File: src/rtl/dccm_arbiter_if.sv
// dccm_arbiter_if: one requester's DCCM request/grant/response channel
interface dccm_arbiter_if #(
  parameter int ADDR_W = 32,
  parameter int DATA_W = 32
);
  logic              req;
  logic              we;
  logic [ADDR_W-1:0] addr;
  logic [DATA_W-1:0] wdata;
  logic              lock;
  logic              gnt;
  logic              rvalid;
  logic [DATA_W-1:0] rdata;
  modport master(output req, we, addr, wdata, lock, input gnt, rvalid, rdata);
  modport slave(input req, we, addr, wdata, lock, output gnt, rvalid, rdata);
endinterface

File: src/rtl/dccm_arbiter.sv
// dccm_arbiter: shares one DCCM port between LSU and DBG with starvation guard, debug lock and read-response routing
module dccm_arbiter #(
  parameter int ADDR_W     = 32,
  parameter int DATA_W     = 32,
  parameter int RD_LAT     = 1,
  parameter int MAX_STARVE = 4
) (
  input  logic              clk,
  input  logic              rst,
  dccm_arbiter_if.slave     i_lsu,
  dccm_arbiter_if.slave     i_dbg,
  output logic              o_dccm_wr_en,
  output logic              o_dccm_rd_en,
  output logic [ADDR_W-1:0] o_dccm_wr_addr,
  output logic [ADDR_W-1:0] o_dccm_rd_addr,
  output logic [DATA_W-1:0] o_dccm_wr_data,
  input  logic [DATA_W-1:0] i_dccm_rd_data
);
  typedef enum logic {ARB, DBG_LOCK} state_t;
  localparam logic [3:0] STARVE_MAX = 4'(MAX_STARVE);
  state_t            r_state;
  logic [3:0]        r_starve;
  logic [RD_LAT-1:0] r_vld;
  logic [RD_LAT-1:0] r_id;
  logic              w_arb;
  logic              w_dbg_win;
  logic              w_lsu_gnt;
  logic              w_dbg_gnt;
  logic              w_we;
  logic              w_out_v;
  logic [ADDR_W-1:0] w_addr;
  always_comb begin
    w_arb     = r_state == ARB || !i_dbg.lock;
    w_dbg_win = i_dbg.req && (!w_arb || !i_lsu.req || r_starve == STARVE_MAX);
    w_dbg_gnt = !rst && w_dbg_win;
    w_lsu_gnt = !rst && w_arb && i_lsu.req && !w_dbg_win;
    w_we      = w_dbg_gnt ? i_dbg.we : i_lsu.we;
    w_addr    = w_dbg_gnt ? i_dbg.addr : w_lsu_gnt ? i_lsu.addr : '0;
    w_out_v   = !rst && r_vld[RD_LAT-1];
  end
  assign i_lsu.gnt      = w_lsu_gnt;
  assign i_dbg.gnt      = w_dbg_gnt;
  assign o_dccm_wr_en   = (w_lsu_gnt || w_dbg_gnt) && w_we;
  assign o_dccm_rd_en   = (w_lsu_gnt || w_dbg_gnt) && !w_we;
  assign o_dccm_wr_addr = o_dccm_wr_en ? w_addr : '0;
  assign o_dccm_rd_addr = o_dccm_rd_en ? w_addr : '0;
  assign o_dccm_wr_data = !o_dccm_wr_en ? '0 : w_dbg_gnt ? i_dbg.wdata : i_lsu.wdata;
  assign i_lsu.rvalid   = w_out_v && !r_id[RD_LAT-1];
  assign i_dbg.rvalid   = w_out_v && r_id[RD_LAT-1];
  assign i_lsu.rdata    = i_lsu.rvalid ? i_dccm_rd_data : '0;
  assign i_dbg.rdata    = i_dbg.rvalid ? i_dccm_rd_data : '0;
  always_ff @(posedge clk) begin
    if (rst) begin
      r_state  <= ARB;
      r_starve <= '0;
      r_vld    <= '0;
      r_id     <= '0;
    end else begin
      r_state  <= (w_dbg_gnt && i_dbg.lock) ? DBG_LOCK : i_dbg.lock ? r_state : ARB;
      r_starve <= (i_dbg.req && !w_dbg_gnt) ? r_starve + {3'b0, r_starve != STARVE_MAX} : '0;
      r_vld[0] <= o_dccm_rd_en;
      r_id[0]  <= w_dbg_gnt;
      for (int i = 1; i < RD_LAT; i++) begin
        r_vld[i] <= r_vld[i-1];
        r_id[i]  <= r_id[i-1];
      end
    end
  end
endmodule
File: src/flat_wrapper.sv
// flat-port wrapper written by rule: the top's interface ports become plain ports
module dccm_arbiter_flat 
#(
  parameter int ADDR_W     = 32,
  parameter int DATA_W     = 32,
  parameter int RD_LAT     = 1,
  parameter int MAX_STARVE = 4
)
  (clk, rst, o_dccm_wr_en, o_dccm_rd_en, o_dccm_wr_addr, o_dccm_rd_addr, o_dccm_wr_data, i_dccm_rd_data, i_lsu_req, i_lsu_we, i_lsu_addr, i_lsu_wdata, i_lsu_lock, i_lsu_gnt, i_lsu_rvalid, i_lsu_rdata, i_dbg_req, i_dbg_we, i_dbg_addr, i_dbg_wdata, i_dbg_lock, i_dbg_gnt, i_dbg_rvalid, i_dbg_rdata);
  dccm_arbiter_if #(.ADDR_W(ADDR_W), .DATA_W(DATA_W)) i_lsu_i ();
  dccm_arbiter_if #(.ADDR_W(ADDR_W), .DATA_W(DATA_W)) i_dbg_i ();
  input  logic clk;
  input  logic rst;
  output logic o_dccm_wr_en;
  output logic o_dccm_rd_en;
  output logic [ADDR_W-1:0] o_dccm_wr_addr;
  output logic [ADDR_W-1:0] o_dccm_rd_addr;
  output logic [DATA_W-1:0] o_dccm_wr_data;
  input  logic [DATA_W-1:0] i_dccm_rd_data;
  input wire logic [$bits(i_lsu_i.req)-1:0] i_lsu_req;
  input wire logic [$bits(i_lsu_i.we)-1:0] i_lsu_we;
  input wire logic [$bits(i_lsu_i.addr)-1:0] i_lsu_addr;
  input wire logic [$bits(i_lsu_i.wdata)-1:0] i_lsu_wdata;
  input wire logic [$bits(i_lsu_i.lock)-1:0] i_lsu_lock;
  output wire logic [$bits(i_lsu_i.gnt)-1:0] i_lsu_gnt;
  output wire logic [$bits(i_lsu_i.rvalid)-1:0] i_lsu_rvalid;
  output wire logic [$bits(i_lsu_i.rdata)-1:0] i_lsu_rdata;
  input wire logic [$bits(i_dbg_i.req)-1:0] i_dbg_req;
  input wire logic [$bits(i_dbg_i.we)-1:0] i_dbg_we;
  input wire logic [$bits(i_dbg_i.addr)-1:0] i_dbg_addr;
  input wire logic [$bits(i_dbg_i.wdata)-1:0] i_dbg_wdata;
  input wire logic [$bits(i_dbg_i.lock)-1:0] i_dbg_lock;
  output wire logic [$bits(i_dbg_i.gnt)-1:0] i_dbg_gnt;
  output wire logic [$bits(i_dbg_i.rvalid)-1:0] i_dbg_rvalid;
  output wire logic [$bits(i_dbg_i.rdata)-1:0] i_dbg_rdata;
  assign i_lsu_i.req = i_lsu_req;
  assign i_lsu_i.we = i_lsu_we;
  assign i_lsu_i.addr = i_lsu_addr;
  assign i_lsu_i.wdata = i_lsu_wdata;
  assign i_lsu_i.lock = i_lsu_lock;
  assign i_lsu_gnt = i_lsu_i.gnt;
  assign i_lsu_rvalid = i_lsu_i.rvalid;
  assign i_lsu_rdata = i_lsu_i.rdata;
  assign i_dbg_i.req = i_dbg_req;
  assign i_dbg_i.we = i_dbg_we;
  assign i_dbg_i.addr = i_dbg_addr;
  assign i_dbg_i.wdata = i_dbg_wdata;
  assign i_dbg_i.lock = i_dbg_lock;
  assign i_dbg_gnt = i_dbg_i.gnt;
  assign i_dbg_rvalid = i_dbg_i.rvalid;
  assign i_dbg_rdata = i_dbg_i.rdata;
  dccm_arbiter #(.ADDR_W(ADDR_W), .DATA_W(DATA_W), .RD_LAT(RD_LAT), .MAX_STARVE(MAX_STARVE)) u_core (.clk(clk), .rst(rst), .i_lsu(i_lsu_i), .i_dbg(i_dbg_i), .o_dccm_wr_en(o_dccm_wr_en), .o_dccm_rd_en(o_dccm_rd_en), .o_dccm_wr_addr(o_dccm_wr_addr), .o_dccm_rd_addr(o_dccm_rd_addr), .o_dccm_wr_data(o_dccm_wr_data), .i_dccm_rd_data(i_dccm_rd_data));
endmodule
File: config.mk
export PLATFORM = sky130hd
export DESIGN_NAME = dccm_arbiter_flat
export DESIGN_NICKNAME = d
export VERILOG_FILES = /design/src/rtl/dccm_arbiter_if.sv /design/src/rtl/dccm_arbiter.sv /design/src/flat_wrapper.sv
export SDC_FILE = /design/constraint.sdc
export NUM_CORES = 1
export LEC_CHECK = 0
export ABC_AREA = 1
export ABC_CLOCK_PERIOD_IN_PS = 2150
export CORE_AREA = 2 2 130 132
export DETAILED_ROUTE_END_ITERATION = 7
export DIE_AREA = 0 0 132 134
export PLACE_DENSITY = 0.61
export SKIP_CTS_REPAIR_TIMING = 1
export SLEW_MARGIN = 25
export SYNTH_ARGS = -nofsm -noshare
export SYNTH_HDL_FRONTEND = slang
export SYNTH_SLANG_ARGS = --single-unit
File: constraint.sdc
create_clock -name clk -period 2.15 [get_ports clk]
set_input_delay 0.43 -clock clk [delete_from_list [all_inputs] [get_ports clk]]
set_output_delay 0.43 -clock clk [all_outputs]
set_load 0.05 [all_outputs]
==> results of run 1 <==
-- cells by family (layout without fill, tap and decap cells) --
group                      count (synthesis)  count (layout)  synth area share
adders and majority gates                  3               3            0.0145
and+or+nand+nor                          378             378             0.661
DFF                                        7               7            0.0543
other                                      0               1                 0
AOI/OAI and AO/OA                          2               2           0.00533
buffers and inverters                    155             513             0.258
xor gates and xnor gates                   2               2           0.00679
-- layout make-up --
class | instances | area share
Antenna cell | 1 | 0.000261
Clock buffer | 4 | 0.00824
Inverter | 116 | 0.0460
Multi-Input combinational cell | 385 | 0.288
Sequential cell | 7 | 0.0149
Tap cell | 220 | 0.0288
Timing Repair Buffer | 393 | 0.614
-- final timing paths --
check,slack (ns),end,cells after the start
worst max-delay path,-0.12,o_dccm_rd_addr[25],10
worst min-delay path,0.53,u_core.r_starve[3]$_SDFF_PP0_,2
worst max register to register,0.65,u_core.r_starve[3]$_SDFF_PP0_,9
worst min register to register,0.53,u_core.r_starve[3]$_SDFF_PP0_,2
-- state kept, by name, indices dropped and copies added, names as in the netlist --
| register | cells |
|---|---|
| u_core.r_state | 1 |
| u_core.r_vld | 1 |
| u_core.r_starve | 4 |
| u_core.r_id | 1 |
-- stage by stage --
| stage | utilization | instance area, um^2 | hold slack (ns) |
|---|---|---|---|
| after floorplan | - | 3050 | 0.479 |
| after global placement | 0.525 | 8560 | 0.499 |
| after detailed placement | 0.525 | 8560 | 0.510 |
| after CTS | 0.530 | 8630 | 0.514 |
| after global routing | 0.588 | 9570 | 0.558 |
| final | 0.588 | 9570 | 0.530 |
-- worst register-to-register path, cell delays in order (launching register included) --
cell and delay [ns]:
dfxtp_2 0.31, inv_2 0.06, ha_4 0.15, nand3_4 0.10, buf_4 0.15, buf_4 0.13
ha_1 0.18, nand3_1 0.09, xor2_1 0.16, nor2_1 0.06
-- power breakdown --
group | switching [uW] | total, uW | internal [uW]
sequential | 2.58 | 137 | 135
combinational | 956 | 1860 | 909
clock | 75.2 | 322 | 247
-- cell usage in the layout (no fill, tap or decap), drive strengths merged --
cell and instances:
a21oi 2, buf 218, clkbuf 14, clkdlybuf4s50 162, dfxtp 7, diode 1, dlymetal6s2s 3, ha 3
inv 116, nand2 104, nand3 104, nand4 1, nor2 168, nor3 1, xnor2 1, xor2 1
-- routing by layer --
| metal | wire length [um] | GRT usage |
|---|---|---|
| met3 | 1410 | 0.0571 |
| met4 | 270 | 0.0278 |
| met1 | 6110 | 0.177 |
| met2 | 9170 | 0.313 |
| met5 | 0 | 0 |
-- cells in the mapped netlist --
cell	instances
inv_1	96
nand4_1	1
nand2_4	1
nand3_1	102
nor3_1	1
buf_4	6
clkbuf_1	13
inv_2	20
buf_6	6
nor2_2	50
xnor2_1	1
ha_1	3
nand3_2	2
buf_2	14
xor2_1	1
nand2_1	102
nor2_4	1
dfxtp_1	7
nor2_1	117
a21oi_2	1
a21oi_1	1
nand2_2	1
==> metrics.cfg, run 1 <==
[route]
ant_nets = 0
drt_iter0_drc = 178
drc = 0
wl_um = 17000
num_vias = 4690
firstDrtPassIters = 4
viasPerCell = 4.17
wl_per_cell_um = 15.1

[setup_path]
endpoint_kind = output pin
cpLargestDelayFamily = simple AND/OR/NAND/NOR gates
path_max_fanout = 13
start_kind = register
max_stage_delay_ns = 0.31
critPathRequiredTime_ns = 1.72
critPathKind = reg2out
cp_slowest_cell = dfxtp_2
startpoint = u_core.r_starve[1]$_SDFF_PP0_
r2r_start = u_core.r_starve[1]$_SDFF_PP0_
critPathArrivalTime_ns = 1.84
critPathBufInv = 3
path_cells = inv_2, ha_4, nand3_4, nand2_8, nand2_8, nand2_1, nand3_4, buf_12, nor2_4, buf_12

[sta]
worstMarginPinSlew_ns = 0.287
slew_viol_final = 0
hold_viol_final = 0
relSlewSlack = 0.808
setup_violations = 98
setup_tns_ns = -8.45
period_needed_ns = 2.27
fin_ws_ns = -0.122
skew_ns = 0.00378
rsz0062_at_grt = yes
post-route-period-util = 1.06
max_freq_mhz = 440

[synth]
synth_seq_area_share = 0.0543
netlist_area_um2 = 2580
synth_area_leaders = nand3_1 20%, nor2_1 17%, nand2_1 15%, inv_1 14%, nor2_2 12%
synth_area_leader_cell = nand3_1
synthCells = 547
syn_avg_cell_area_um2 = 4.72
synth_top_area_frac = 0.198
yosys_warnings = 0
ys_ff_latch = 7
syn_nets = 718
synth.distinct_cells = 22

[layout]
num-fill-cells = 1394
area.growth.synth_to_final_pct = 271
nets = 1077
drive_above_1_share = 0.472
regArea_um2 = 143
fin_cells = 1126
multi_input_area_um2 = 2760

[floorplanning]
io_pins = 334
fp.dieArea_um2 = 17700
initial_core_util = 0.158
dieHeight_um = 134
rows = 47
die_w_um = 132
core_area_um2 = 16300

[power_and_ir_drop]
ir_worst_vdd_uv = 266
power_density_nw_per_um2 = 243
p_leak_uw = 0.00406
p_total_uw = 2320

[clocking]
cts.sinks = 7
clock_latency_ns = 0.23
path_clk_slew_ns = 0.04
clock-root-buffer = clkbuf_16
ctsLongestPathBuffers = 2
ctsHtreeMaxLevel = 1
numCtsBuffers = 3
cts_tree = built

[place]
io_buffers = 332
dpl_worst_slack_ns = -0.510
dp_cells = 1104
dp_hpwl_um = 13300
globalplace.congestion = 0.801

[hold_path]
hold_start = u_core.r_starve[3]$_SDFF_PP0_
hold_class = reg2reg

[status]
failed_checks = setup timing
outcome = finished, violations left

[global_route]
grt_overflow = 0
grt_pass1_wl_um = 23500
grt_start_max_net_pins = 33
grt_pass1_vias = 4464
grt_usage = 0.164
antenna_found_initial = 1

[flow_run]
drv_cap = 0

Note: power is estimated with default switching activity, not from simulation.
==> inputs of run 2 (changes only) <==
ABC_CLOCK_PERIOD_IN_PS = unset   (was 2150)
GPL_ROUTABILITY_DRIVEN = 0   (was unset)
MAX_ROUTING_LAYER = met4   (was unset)
==> metrics.cfg, run 2 (same netlist as run 1, synthesis figures left out) <==
[global_route]
grt_pass1_wl_um = 23400  ; was 23500 um
antenna_found_initial = 1  ; unchanged
grt_overflow = 0  ; unchanged
grt_pass1_vias = 4482  ; was 4464
grt_usage = 0.169  ; was 0.164
grt_start_max_net_pins = 33  ; unchanged

[layout]
fin_cells = 1123  ; was 1126
top_register = u_core.r_starve  ; unchanged
final_common_cell = buf_12  ; unchanged
drive_above_1_share = 0.466  ; was 0.472
nets = 1074  ; was 1077
largest_reg_flops = 4  ; unchanged
num-fill-cells = 1426  ; was 1394
layout_common_cells = 183 x buf_12, 162 x clkdlybuf4s50_1, 111 x nor2_4  ; was 183 x buf_12, 162 x clkdlybuf4s50_1, 126 x nor2_4
area.growth.synth_to_final_pct = 267  ; was 271%

[setup_path]
critPathRequiredTime_ns = 1.72  ; about the same
critPathBufInv = 6  ; was 3
max_stage_delay_ns = 0.32  ; was 0.31 ns
cpLargestDelayFamily = buffers and inverters  ; was simple AND/OR/NAND/NOR gates
endpoint_kind = output pin  ; unchanged
path_max_fanout = 8  ; was 13
path_cells = inv_2, ha_4, buf_4, nand4_1, buf_6, buf_6, nand3_1, nand2_1, inv_2, nor2_2, buf_12  ; was inv_2, ha_4, nand3_4, nand2_8, nand2_8, nand2_1, nand3_4, buf_12, nor2_4, buf_12
start_kind = register  ; unchanged
critPathArrivalTime_ns = 1.85  ; was 1.84 ns
cp_slowest_cell = dfxtp_2  ; unchanged
critPathKind = reg2out  ; unchanged

[route]
top_layer_used = met4  ; unchanged
firstDrtPassIters = 5  ; was 4
drc = 0  ; unchanged
ant_nets = 0  ; unchanged
met2_length_um = 9020  ; was 9170 um
wl_per_cell_um = 14.9  ; was 15.1 um
routedLengthMet1_um = 6190  ; was 6110 um
wl_met3_um = 1200  ; was 1410 um
num_vias = 4664  ; was 4690
viasPerCell = 4.15  ; was 4.17
wl_um = 16700  ; was 17000 um
drt_iter0_drc = 192  ; was 178

[power_and_ir_drop]
power_density_nw_per_um2 = 242  ; was 243 nW/um^2
p_leak_uw = 0.00403  ; was 0.00406 uW
ir_worst_vdd_uv = 266  ; about the same

[floorplanning]
core_area_um2 = 16300  ; unchanged
io_pins = 334  ; unchanged
die_w_um = 132  ; unchanged
initial_core_util = 0.158  ; unchanged
rows = 47  ; unchanged
fp.dieArea_um2 = 17700  ; unchanged
dieHeight_um = 134  ; unchanged

[clocking]
cts.sinks = 7  ; unchanged
numCtsBuffers = 3  ; unchanged
clock-root-buffer = clkbuf_16  ; unchanged
clock_latency_ns = 0.23  ; about the same
ctsLongestPathBuffers = 2  ; unchanged
cts_tree = built  ; unchanged
path_clk_slew_ns = 0.04  ; about the same
ctsHtreeMaxLevel = 1  ; unchanged

[sta]
rsz0062_at_grt = yes  ; unchanged
post-route-period-util = 1.06  ; about the same
setup_violations = 98  ; unchanged
fin_ws_ns = -0.126  ; was -0.122 ns
max_freq_mhz = 439  ; was 440 MHz
skew_ns = 0.00374  ; was 0.00378 ns
slew_viol_final = 0  ; unchanged
setup_tns_ns = -8.05  ; was -8.45 ns
period_needed_ns = 2.28  ; was 2.27 ns
relSlewSlack = 0.809  ; was 0.808
worstMarginPinSlew_ns = 0.285  ; was 0.287 ns
hold_viol_final = 0  ; unchanged

[flow_run]
drv_cap = 0  ; unchanged

[place]
io_buffers = 332  ; unchanged
dp_cells = 1104  ; unchanged
dp_hpwl_um = 13300  ; unchanged

[status]
outcome = finished, violations left  ; unchanged
failed_checks = setup timing  ; unchanged

[hold_path]
hold_class = reg2reg  ; unchanged

[run 2: cell types whose count changed in the layout (fill, tap and decap cells not counted), sizes merged]
cell | previous run | this run
dlymetal6s2s | 3 | 4
clkbuf | 14 | 11
buf | 218 | 217
[run 2: worst register-to-register path, stage by stage, from the launching register on]
cell and delay [ns]:
dfxtp_2 0.31, inv_2 0.06, ha_4 0.15, nand3_4 0.10, buf_4 0.15, buf_4 0.13, ha_1 0.18, nand3_1 0.09
xor2_1 0.16, nor2_1 0.06
[run 2: final timing paths]
path                                                     from                            end  slack (ns)  depth (start not counted)
worst max-delay path            u_core.r_starve[1]$_SDFF_PP0_             o_dccm_rd_addr[26]       -0.13                         11
worst min-delay path            u_core.r_starve[3]$_SDFF_PP0_  u_core.r_starve[3]$_SDFF_PP0_        0.53                          2
worst max register to register  u_core.r_starve[1]$_SDFF_PP0_  u_core.r_starve[3]$_SDFF_PP0_        0.65                          9
worst min register to register  u_core.r_starve[3]$_SDFF_PP0_  u_core.r_starve[3]$_SDFF_PP0_        0.53                          2
[run 2: area by class of cell]
class / instances / area, um^2 / area share
timing repair buffer: 390 / 5820 / 0.615
multi-input combinational: 385 / 2710 / 0.286
inverter: 116 / 443 / 0.0468
tap: 220 / 275 / 0.0291
sequential: 7 / 143 / 0.0151
clock buffer: 4 / 78.8 / 0.00833
antenna: 1 / 2.50 / 0.000264
[run 2: report_power, final]
part | switching (uW) | internal (uW) | total [uW] | leakage [uW]
registers | 2.58 | 135 | 137 | 0.0000579
logic | 938 | 892 | 1830 | 0.00393
clock network | 75.1 | 247 | 322 | 0.0000382
[run 2: per-stage QoR]
step | power (uW) | instance area, um^2 | setup slack (ns) | hold WS [ns] | util
floorplan | 909 | 3050 | -0.0539 | 0.479 | -
global placement | 1780 | 8560 | -0.455 | 0.499 | 0.525
detailed placement | 1790 | 8560 | -0.510 | 0.510 | 0.525
CTS | 2120 | 8630 | -0.514 | 0.514 | 0.530
global route | 2390 | 9460 | -0.215 | 0.558 | 0.581
finish | 2290 | 9460 | -0.126 | 0.530 | 0.581
[run 2: metal layers]
| metal | vias up | GRT usage |
|---|---|---|
| met5 | - | - |
| met2 | 214 | 0.313 |
| met3 | 18 | 0.0446 |
| met1 | 2109 | 0.185 |
| met4 | 0 | 0.0278 |
| li1 | 2323 | - |
==> inputs of run 3 (changes only) <==
SKIP_CTS_REPAIR_TIMING = unset   (was 1)
clock period = 2.1 ns   (was 2.15 ns; I/O delays follow)
==> metrics.cfg, run 3 (same netlist as run 1, synthesis figures left out) <==
[floorplanning]
rows = 47  ; unchanged
die_w_um = 132  ; unchanged
core_area_um2 = 16300  ; unchanged
initial_core_util = 0.158  ; unchanged
io_pins = 334  ; unchanged
fp.dieArea_um2 = 17700  ; unchanged
dieHeight_um = 134  ; unchanged

[power_and_ir_drop]
p_leak_uw = 0.00413  ; was 0.00403 uW
power_frac_seq = 0.058  ; was 0.060
p_total_uw = 2430  ; was 2290 uW
ir_worst_vdd_uv = 195  ; was 266 uV
power_density_nw_per_um2 = 250  ; was 242 nW/um^2
clkPwrFrac = 0.136  ; was 0.141
p_switching_uw = 1070  ; was 1020 uW
intPower_uw = 1360  ; was 1270 uW
combPwrFrac = 0.806  ; was 0.799
sw_frac_of_total = 0.442  ; was 0.444

[global_route]
grt_start_max_net_pins = 34  ; was 33
grt_usage = 0.193  ; was 0.169
grt_pass1_vias = 4899  ; was 4482
grt_pass1_wl_um = 26300  ; was 23400 um
grt_overflow = 0  ; unchanged
antenna_found_initial = 1  ; unchanged

[clocking]
numCtsBuffers = 3  ; unchanged
cts_tree = built  ; unchanged
ctsHtreeMaxLevel = 1  ; unchanged
cts.sinks = 7  ; unchanged
clock_latency_ns = 0.24  ; was 0.23 ns
clock-root-buffer = clkbuf_16  ; unchanged
path_clk_slew_ns = 0.04  ; about the same
ctsLongestPathBuffers = 2  ; unchanged
holdBufCountCts = 0

[route]
met2_length_um = 9410  ; was 9020 um
drt_iter0_drc = 123  ; was 192
wl_um = 17100  ; was 16700 um
drc = 0  ; unchanged
wl_met3_um = 1070  ; was 1200 um
routedLengthMet1_um = 6420  ; was 6190 um
wl_per_cell_um = 14.8  ; was 14.9 um
firstDrtPassIters = 4  ; was 5
viasPerCell = 4.13  ; was 4.15
top_layer_used = met4  ; unchanged
num_vias = 4758  ; was 4664
ant_nets = 0  ; unchanged

[setup_path]
path_max_fanout = 6  ; was 8
endpoint_kind = output pin  ; unchanged
path_cells = inv_2, ha_4, nand3_4, nand2_4, buf_4, nand3_2, nand3_4, buf_6, buf_12, nor2_4, buf_12  ; was inv_2, ha_4, buf_4, nand4_1, buf_6, buf_6, nand3_1, nand2_1, inv_2, nor2_2, buf_12
start_kind = register  ; unchanged
critPathRequiredTime_ns = 1.68  ; was 1.72 ns
max_stage_delay_ns = 0.32  ; about the same
critPathKind = reg2out  ; unchanged
critPathArrivalTime_ns = 1.89  ; was 1.85 ns
cp_slowest_cell = dfxtp_2  ; unchanged

[hold_path]
hold_class = in2reg  ; was reg2reg

[status]
failed_checks = setup timing  ; unchanged
outcome = finished, violations left  ; unchanged

[layout]
largest_reg_flops = 4  ; unchanged
final_common_cell = buf_12  ; unchanged
multi_input_area_um2 = 2750  ; was 2710 um^2
regArea_um2 = 143  ; unchanged
nets = 1103  ; was 1074
top_register = u_core.r_starve  ; unchanged
drive_above_1_share = 0.495  ; was 0.466
layout_common_cells = 185 x buf_12, 161 x clkdlybuf4s50_1, 124 x nor2_4  ; was 183 x buf_12, 162 x clkdlybuf4s50_1, 111 x nor2_4
area.growth.synth_to_final_pct = 276  ; was 267%
num-fill-cells = 1399  ; was 1426

[sta]
max_freq_mhz = 434
worstMarginPinSlew_ns = 0.288  ; was 0.285 ns
setup_violations = 99  ; was 98
period_needed_ns = 2.31
relSlewSlack = 0.807  ; was 0.809
skew_ns = 0.00239  ; was 0.00374 ns
post-route-period-util = 1.10
rsz0062_at_grt = yes  ; unchanged
hold_viol_final = 0  ; unchanged
setup_tns_ns = -11.86  ; was -8.05 ns
slew_viol_final = 0  ; unchanged
fin_ws_ns = -0.205  ; was -0.126 ns

[place]
io_buffers = 332  ; unchanged
dp_hpwl_um = 14200  ; was 13300 um

[flow_run]
drv_cap = 0  ; unchanged

-- run 3: cell count changes in the layout (fill, tap and decap cells not counted), moves of 3 or more --
cell / delta
inv_2: +7
nor2_2: -11
nor2_4: +13
inv_1: -8
buf_2: +3
dlymetal6s2s_1: -4
nand2_4: +3
buf_6: +6
buf_4: +21
buf_8: +5
clkbuf_16: -6
-- run 3: power by group through the flow --
stage / registers, uW / logic, uW / clock network (uW)
after floorplan: 142 / 859 / 0
after global placement: 142 / 1800 / 0
after detailed placement: 142 / 1820 / 0
after CTS: 140 / 1930 / 337
after global routing: 141 / 2060 / 341
final: 140 / 1960 / 331
-- run 3: critical path: cells and delay by family (launching register included) --
family / cells / cell delay, ns
buf+inv: 5 / 0.62
simple gates: 5 / 0.51
flops: 1 / 0.32
fa+ha+maj: 1 / 0.16
-- run 3: final cells by class --
type	count	area share
multi-input cells	385	0.283
clock inverters	1	0.000515
diodes	1	0.000258
repair buffers	419	0.619
inverters	116	0.0466
clock buffers	3	0.00773
well taps	220	0.0283
flip-flops and latches	7	0.0147
-- run 3: metal layers --
metal / global-route usage / vias to the layer above
met5: - / -
met4: 0.0423 / 0
met3: 0.0351 / 14
met2: 0.366 / 202
met1: 0.210 / 2163
li1: - / 2379
-- run 3: stage by stage --
| stage | util | cell area [um^2] | setup slack [ns] | instances | hold WS (ns) |
|---|---|---|---|---|---|
| after floorplan | - | 3350 | -0.128 | 547 | 0.479 |
| after global placement | 0.553 | 9010 | -0.516 | 1118 | 0.495 |
| after detailed placement | 0.553 | 9010 | -0.503 | 1118 | 0.509 |
| after CTS | 0.583 | 9500 | -0.229 | 1138 | 0.442 |
| after global routing | 0.596 | 9710 | -0.284 | 1152 | 0.494 |
| final | 0.596 | 9710 | -0.205 | 1152 | 0.455 |
-- run 3: path summary, 6_finish.rpt --
check,from,to,slack [ns],depth (start not counted)
max,u_core.r_starve[0]$_SDFF_PP0_,o_dccm_rd_addr[22],-0.21,11
min,i_dbg_lock,u_core.r_state$_SDFFE_PP0P_,0.45,3
max reg2reg,u_core.r_starve[0]$_SDFF_PP0_,u_core.r_starve[3]$_SDFF_PP0_,0.44,11
min reg2reg,u_core.r_starve[3]$_SDFF_PP0_,u_core.r_starve[3]$_SDFF_PP0_,0.52,2
-- run 3: what timing repair did --
| action | in CTS | in global routing |
|---|---|---|
| buffers inserted | 12 | 15 |
| endpoints found under the setup margin | 165 | 99 |
| cloned | 4 | 1 |
| pin swaps | 21 | 21 |
| resized for setup | 78 | 40 |
